==> config.mk <==
export PLATFORM = sky130hd
export DESIGN_NAME = display_value_scheduler_flat
export DESIGN_NICKNAME = d
export VERILOG_FILES = /design/src/rtl/display_value_scheduler_if.sv /design/src/rtl/display_value_scheduler.sv /design/src/flat_wrapper.sv
export SDC_FILE = /design/constraint.sdc
export NUM_CORES = 1
export LEC_CHECK = 0
export ABC_AREA = 1
export CAP_MARGIN = 10
export CORE_UTILIZATION = 40
export DETAILED_ROUTE_END_ITERATION = 12
export PLACE_DENSITY = 0.72
export RECOVER_POWER = 50
export SLEW_MARGIN = 10
export SYNTH_ARGS = -nofsm -noshare
export SYNTH_HDL_FRONTEND = slang
export SYNTH_SLANG_ARGS = --single-unit
==> constraint.sdc <==
create_clock -name clk -period 4.23 [get_ports clk]
set_input_delay 1.269 -clock clk [delete_from_list [all_inputs] [get_ports clk]]
set_output_delay 1.269 -clock clk [all_outputs]
set_load 0.01 [all_outputs]
==> src/rtl/display_value_scheduler_if.sv <==
// Producer/display bundle for the display value scheduler: three value
// producers on one side, the BCD display path on the other.
interface display_value_scheduler_if;
  // Producer side
  logic        a_valid;
  logic [13:0] a_value;
  logic        b_valid;
  logic [13:0] b_value;
  logic        sum_valid;
  logic [13:0] sum_value;
  // Display side
  logic [15:0] bcd_digits;
  logic [3:0]  blank_mask;
  logic [1:0]  src_tag;
  logic        overflow;
  logic        update;
  logic        busy;

  modport master (
    output a_valid, a_value, b_valid, b_value, sum_valid, sum_value,
    input  bcd_digits, blank_mask, src_tag, overflow, update, busy
  );

  modport slave (
    input  a_valid, a_value, b_valid, b_value, sum_valid, sum_value,
    output bcd_digits, blank_mask, src_tag, overflow, update, busy
  );
endinterface

==> src/rtl/display_value_scheduler.sv <==
// Picks one pending producer value at a time (sum > B > A), saturates it to
// four decimal digits and converts it to BCD with a sequential double-dabble.
// Display outputs only change on the final cycle of a conversion.
module display_value_scheduler #(
  parameter int unsigned SHIFT_STEPS = 14,
  parameter int unsigned MAX_VALUE   = 9999
) (
  input  logic                       clk,
  input  logic                       reset,
  display_value_scheduler_if.slave   bus
);

  localparam logic [4:0]  LastStep = 5'(SHIFT_STEPS - 1);
  localparam logic [13:0] MaxVal   = 14'(MAX_VALUE);

  typedef enum logic [1:0] {StIdle, StShift, StDone} state_e;

  // Source tags as seen on src_tag
  localparam logic [1:0] TagNone = 2'b00;
  localparam logic [1:0] TagA    = 2'b01;
  localparam logic [1:0] TagB    = 2'b10;
  localparam logic [1:0] TagSum  = 2'b11;

  // Per-source request state
  logic        r_pend_a, r_pend_b, r_pend_sum;
  logic [13:0] r_hold_a, r_hold_b, r_hold_sum;

  // Conversion state
  state_e      r_state;
  logic [4:0]  r_step;
  logic [15:0] r_bcd;
  logic [13:0] r_bin;
  logic [1:0]  r_tag_scr;
  logic        r_ovf_scr;

  // Registered display outputs
  logic [15:0] r_bcd_digits;
  logic [3:0]  r_blank_mask;
  logic [1:0]  r_src_tag;
  logic        r_overflow;
  logic        r_update;
  logic        r_busy;

  // Grant / load path
  logic        w_idle;
  logic        w_grant_a, w_grant_b, w_grant_sum, w_any_grant;
  logic [13:0] w_sel_value;
  logic [1:0]  w_sel_tag;
  logic [13:0] w_load_value;
  logic        w_load_ovf;

  // Double-dabble step and blanking
  logic [15:0] w_bcd_adj;
  logic [15:0] w_bcd_next;
  logic [13:0] w_bin_next;
  logic [3:0]  w_blank;

  assign w_idle      = (r_state == StIdle);
  assign w_grant_sum = w_idle & r_pend_sum;
  assign w_grant_b   = w_idle & r_pend_b & ~r_pend_sum;
  assign w_grant_a   = w_idle & r_pend_a & ~r_pend_b & ~r_pend_sum;
  assign w_any_grant = w_grant_sum | w_grant_b | w_grant_a;

  // Select the granted hold value and its tag
  always_comb begin
    w_sel_value = '0;
    w_sel_tag   = TagNone;
    if (w_grant_sum) begin
      w_sel_value = r_hold_sum;
      w_sel_tag   = TagSum;
    end else if (w_grant_b) begin
      w_sel_value = r_hold_b;
      w_sel_tag   = TagB;
    end else if (w_grant_a) begin
      w_sel_value = r_hold_a;
      w_sel_tag   = TagA;
    end
  end

  // Values beyond four decimal digits are shown as the saturation limit
  always_comb begin
    w_load_ovf   = (w_sel_value > MaxVal);
    w_load_value = w_load_ovf ? MaxVal : w_sel_value;
  end

  // One double-dabble iteration: add 3 to nibbles >= 5, then shift left
  always_comb begin
    w_bcd_adj = r_bcd;
    for (int i = 0; i < 4; i++) begin
      if (r_bcd[4*i +: 4] >= 4'd5) begin
        w_bcd_adj[4*i +: 4] = r_bcd[4*i +: 4] + 4'd3;
      end
    end
    w_bcd_next = {w_bcd_adj[14:0], r_bin[13]};
    w_bin_next = {r_bin[12:0], 1'b0};
  end

  // Leading-zero blanking from the finished conversion; units never blanked
  always_comb begin
    w_blank    = 4'b0000;
    w_blank[3] = (r_bcd[15:12] == 4'd0);
    w_blank[2] = w_blank[3] & (r_bcd[11:8] == 4'd0);
    w_blank[1] = w_blank[2] & (r_bcd[7:4] == 4'd0);
    w_blank[0] = 1'b0;
  end

  // Pending flags and hold registers; a new valid wins over a same-edge grant
  always_ff @(posedge clk or posedge reset) begin
    if (reset) begin
      r_pend_a   <= 1'b0;
      r_pend_b   <= 1'b0;
      r_pend_sum <= 1'b0;
      r_hold_a   <= '0;
      r_hold_b   <= '0;
      r_hold_sum <= '0;
    end else begin
      r_pend_a   <= (r_pend_a & ~w_grant_a) | bus.a_valid;
      r_pend_b   <= (r_pend_b & ~w_grant_b) | bus.b_valid;
      r_pend_sum <= (r_pend_sum & ~w_grant_sum) | bus.sum_valid;
      if (bus.a_valid) begin
        r_hold_a <= bus.a_value;
      end
      if (bus.b_valid) begin
        r_hold_b <= bus.b_value;
      end
      if (bus.sum_valid) begin
        r_hold_sum <= bus.sum_value;
      end
    end
  end

  // Conversion FSM with registered display outputs
  always_ff @(posedge clk or posedge reset) begin
    if (reset) begin
      r_state      <= StIdle;
      r_step       <= '0;
      r_bcd        <= '0;
      r_bin        <= '0;
      r_tag_scr    <= TagNone;
      r_ovf_scr    <= 1'b0;
      r_bcd_digits <= '0;
      r_blank_mask <= 4'b1110;
      r_src_tag    <= TagNone;
      r_overflow   <= 1'b0;
      r_update     <= 1'b0;
      r_busy       <= 1'b0;
    end else begin
      case (r_state)
        StIdle: begin
          r_update <= 1'b0;
          if (w_any_grant) begin
            r_bcd     <= '0;
            r_bin     <= w_load_value;
            r_tag_scr <= w_sel_tag;
            r_ovf_scr <= w_load_ovf;
            r_step    <= '0;
            r_busy    <= 1'b1;
            r_state   <= StShift;
          end
        end
        StShift: begin
          r_bcd  <= w_bcd_next;
          r_bin  <= w_bin_next;
          r_step <= r_step + 5'd1;
          if (r_step == LastStep) begin
            r_state <= StDone;
          end
        end
        StDone: begin
          r_bcd_digits <= r_bcd;
          r_blank_mask <= w_blank;
          r_src_tag    <= r_tag_scr;
          r_overflow   <= r_ovf_scr;
          r_update     <= 1'b1;
          r_busy       <= 1'b0;
          r_state      <= StIdle;
        end
        default: begin
          r_state <= StIdle;
        end
      endcase
    end
  end

  assign bus.bcd_digits = r_bcd_digits;
  assign bus.blank_mask = r_blank_mask;
  assign bus.src_tag    = r_src_tag;
  assign bus.overflow   = r_overflow;
  assign bus.update     = r_update;
  assign bus.busy       = r_busy;

endmodule

==> src/flat_wrapper.sv <==
// flat-port wrapper written by rule: the top's interface ports become plain ports
module display_value_scheduler_flat 
#(
  parameter int unsigned SHIFT_STEPS = 14,
  parameter int unsigned MAX_VALUE   = 9999
)
  (clk, reset, bus_a_valid, bus_a_value, bus_b_valid, bus_b_value, bus_sum_valid, bus_sum_value, bus_bcd_digits, bus_blank_mask, bus_src_tag, bus_overflow, bus_update, bus_busy);
  display_value_scheduler_if bus_i ();
  input  logic clk;
  input  logic reset;
  input wire logic [$bits(bus_i.a_valid)-1:0] bus_a_valid;
  input wire logic [$bits(bus_i.a_value)-1:0] bus_a_value;
  input wire logic [$bits(bus_i.b_valid)-1:0] bus_b_valid;
  input wire logic [$bits(bus_i.b_value)-1:0] bus_b_value;
  input wire logic [$bits(bus_i.sum_valid)-1:0] bus_sum_valid;
  input wire logic [$bits(bus_i.sum_value)-1:0] bus_sum_value;
  output wire logic [$bits(bus_i.bcd_digits)-1:0] bus_bcd_digits;
  output wire logic [$bits(bus_i.blank_mask)-1:0] bus_blank_mask;
  output wire logic [$bits(bus_i.src_tag)-1:0] bus_src_tag;
  output wire logic [$bits(bus_i.overflow)-1:0] bus_overflow;
  output wire logic [$bits(bus_i.update)-1:0] bus_update;
  output wire logic [$bits(bus_i.busy)-1:0] bus_busy;
  assign bus_i.a_valid = bus_a_valid;
  assign bus_i.a_value = bus_a_value;
  assign bus_i.b_valid = bus_b_valid;
  assign bus_i.b_value = bus_b_value;
  assign bus_i.sum_valid = bus_sum_valid;
  assign bus_i.sum_value = bus_sum_value;
  assign bus_bcd_digits = bus_i.bcd_digits;
  assign bus_blank_mask = bus_i.blank_mask;
  assign bus_src_tag = bus_i.src_tag;
  assign bus_overflow = bus_i.overflow;
  assign bus_update = bus_i.update;
  assign bus_busy = bus_i.busy;
  display_value_scheduler #(.SHIFT_STEPS(SHIFT_STEPS), .MAX_VALUE(MAX_VALUE)) u_core (.clk(clk), .reset(reset), .bus(bus_i));
endmodule
==> flow_summary.yaml <==
status:
  status: "finished with violations"
  violations: "capacitance limit, slew limit"
yosys:
  synth_top_cell_by_area: "dfrtp_1"
  syn_avg_cell_area_um2: 8.80
  synth_compound_area_frac: 0.116
  synth_common_cells: "nand2_1, dfrtp_1, inv_1, o21ai_0, nor2_1"
  synth_top_area_share: 0.535
  synth_fa_ha_area_frac: 0.0303
  synth-edff-count: 0
  synth_cell_type_count: 33
  yosys.area_share.simple: 0.217
  synthCells: 563
  synth_fp_nets: 622
  synthXorXnorAreaFrac: 0.0124
  yosys-top-cells-area: "dfrtp_1, nand2_1, o21ai_0, inv_1, ha_1"
  yosysWarnings: 0
  muxShareOfSynthArea: 0
  ys_async_sr_fraction: 1.00
  synth.most_common_cell: "nand2_1"
  synth-main-ff-cell: "dfrtp_1"
  synth_area_um2: 4960
  ys_ff_latch: 109
  ys_seq_area_frac: 0.551
  synth_top_family_by_area: "simple AND/OR/NAND/NOR gates"
floorplanning:
  ios: 72
  num_rows: 40
  coreArea_um2: 12100
  die_x_um: 113
  start_util: 0.411
  die_area_um2: 12800
  fp.dieH_um: 113
clock_tree:
  post_cts_buffers: 0
  cts.path.max_buffers: 2
  clockRootBuffer: "clkbuf_16"
  cts_sinks: 109
  cts_max_level: 3
  postCtsHoldBufs: 0
  path_clk_slew_ns: 0.07
  clkLatencyLatePin_ns: 0.35
  cts_tree: "built"
  cts_resized: 0
  numCtsBuffers: 9
placed_design:
  place.detailed.hpwl_um: 7690
  globalplace.congestion: 0.834
  port_buffers: 70
  place_area_um2: 5780
grt:
  track_usage: 0.178
  antenna_found_initial: 0
  grt_pass1_vias: 3864
  grt_pass1_wl_um: 18100
  grt_overflow_total: 0
  grt_max_degree: 51
drt:
  drtIter0Drc: 159
  ant_nets: 0
  vias: 3922
  dr.pass1.iters: 5
  top_layer_used: "met4"
  drc: 0
  dr_wl_met2_um: 5200
  via_per_inst: 4.92
  wl_met3_um: 429
  m1WireLength_um: 4880
  wl_per_cell_um: 13.3
  wirelength_um: 10600
sta:
  slew-limit-headroom: -0.507
  fmax_ghz: 0.325
  fin_setup_tns_ns: 0
  finalHoldViolCount: 0
  max_slew.worst_pin.slew_ns: 2.25
  timing.final.crit_share: 0.727
  fin_crit_ns: 3.08
  fin_skew_ns: 0.00866
  rsz0062_at_grt: "no"
  slew_viol_final: 50
  finalSetupViolations: 0
pwr:
  peakVddDrop_uv: 192
  p_leak_nw: 2.86
  power_density_nw_per_um2: 397
  power_w: 0.00241
critical_path:
  worstPathCellList: "dlygate4sd3_1 -> clkinvlp_2 -> buf_4"
  startpoint: "reset"
  cp_slowest_cell: "clkinvlp_2"
  cp_data_arrival_time_ns: 3.60
  worst-path-buf-inv: 3
  reg2reg_from: "u_core.r_state[1]"
  worstSetupPathType: "input port to async pin"
  max_stage_delay_ns: 1.29
  start_kind: "input port"
  worst-path-max-fanout: 50
  cp-end-kind: "async pin"
  crit_family: "buffers and inverters"
  cp.required_ns: 4.76
finish:
  finish.utilization: 0.502
  final_area_um2: 6060
  num_antenna_cells: 0
  drive_above_1_share: 0.0604
  nets: 683
  area_growth_pct: 22.3
hold_path:
  hold_class: "flip-flop to flip-flop"
  hold_start: "u_core.bus.blank_mask[2]"
run:
  maxCapViolations: 1
==> through the flow <==
step	hold WS [ns]	std cells	setup WS, ns
after floorplan	0.437	563	0.0920
after global placement	0.457	781	1.44
after detailed placement	0.457	781	1.32
after CTS	0.470	797	1.55
after global routing	0.501	797	0.791
final	0.468	797	1.15
==> registers in the layout (all words and copies together), names as in the netlist, 2 cells and up <==
signal and count:
u_core.r_bcd 16, u_core.r_hold_a 14, u_core.r_bin 14, u_core.r_hold_b 14
u_core.r_tag_scr 2, u_core.r_state 2, u_core.bus.bcd_digits 16, u_core.r_step 5
u_core.r_hold_sum 14, u_core.bus.blank_mask 3, u_core.bus.src_tag 2
==> layout by cell type (no fill, tap or decap), drive strengths merged <==
cell	synthesis	final
dfrtp	106	106
a31oi	1	1
o221ai	6	6
o22ai	8	8
clkdlybuf4s50	0	66
ha	12	12
nand2	196	196
conb	1	1
clkinv	1	3
nand4	16	16
inv	61	62
a32o	1	1
dlygate4sd3	0	4
nand3	14	14
buf	9	3
a22oi	7	7
nor2	26	26
o211ai	2	2
clkinvlp	0	2
o21ai	58	58
a22o	1	1
dfstp	3	3
a21oi	7	7
xor2	7	7
o32ai	6	6
clkbuf	14	11
==> where the power goes <==
group,internal [W],switching [W],total [W],leakage [nW]
logic,0.000199,0.000156,0.000355,1.38
registers,0.00116,0.0000628,0.00123,1.34
clock network,0.000438,0.000386,0.000824,0.143
==> worst register-to-register path, delay by kind of cell, from the launching register on <==
family,cells,cell delay [ns]
DFF,1,0.40
and+or+nand+nor,5,1.71
buffers and inverters,2,0.60
AOI/OAI and AO/OA,1,0.18
==> layer usage <==
layer	track usage	vias up
met5	0	-
met4	0.0456	0
met3	0.0364	13
met2	0.302	103
met1	0.232	1874
li1	-	1932
==> layout make-up <==
class,instances,area (um^2)
clock buffers,11,253
clock inverters,5,42.5
fillers,1119,6000
inverters,62,234
multi-input cells,369,1850
flip-flops and latches,109,2730
well taps,168,210
repair buffers,73,736
==> kinds of logic (layout without fill, tap and decap cells) <==
kind of cell             count (synthesis)  in the layout
AND/OR/NAND/NOR                        252            252
flip-flops                             109            109
AO/OA/AOI/OAI                           97             97
buffers and inverters                   85            151
adder cells (fa/ha/maj)                 12             12
XOR/XNOR                                 7              7
other                                    1              1
==> path summary, 6_finish.rpt <==
path / slack (ns) / cells after the start / to
setup reg to reg: 1.17 / 8 / u_core.r_bcd[8]
hold reg to reg: 0.47 / 2 / u_core.bus.blank_mask[2]
setup / recovery: 1.15 / 3 / u_core.r_hold_a[4]
hold / removal: 0.47 / 2 / u_core.bus.blank_mask[2]
max in group clk: 1.17 / 8 / u_core.r_bcd[8]
min in group asynchronous: 1.99 / 2 / u_core.bus.bcd_digits[14]
Power figures use the tool's default switching activity.
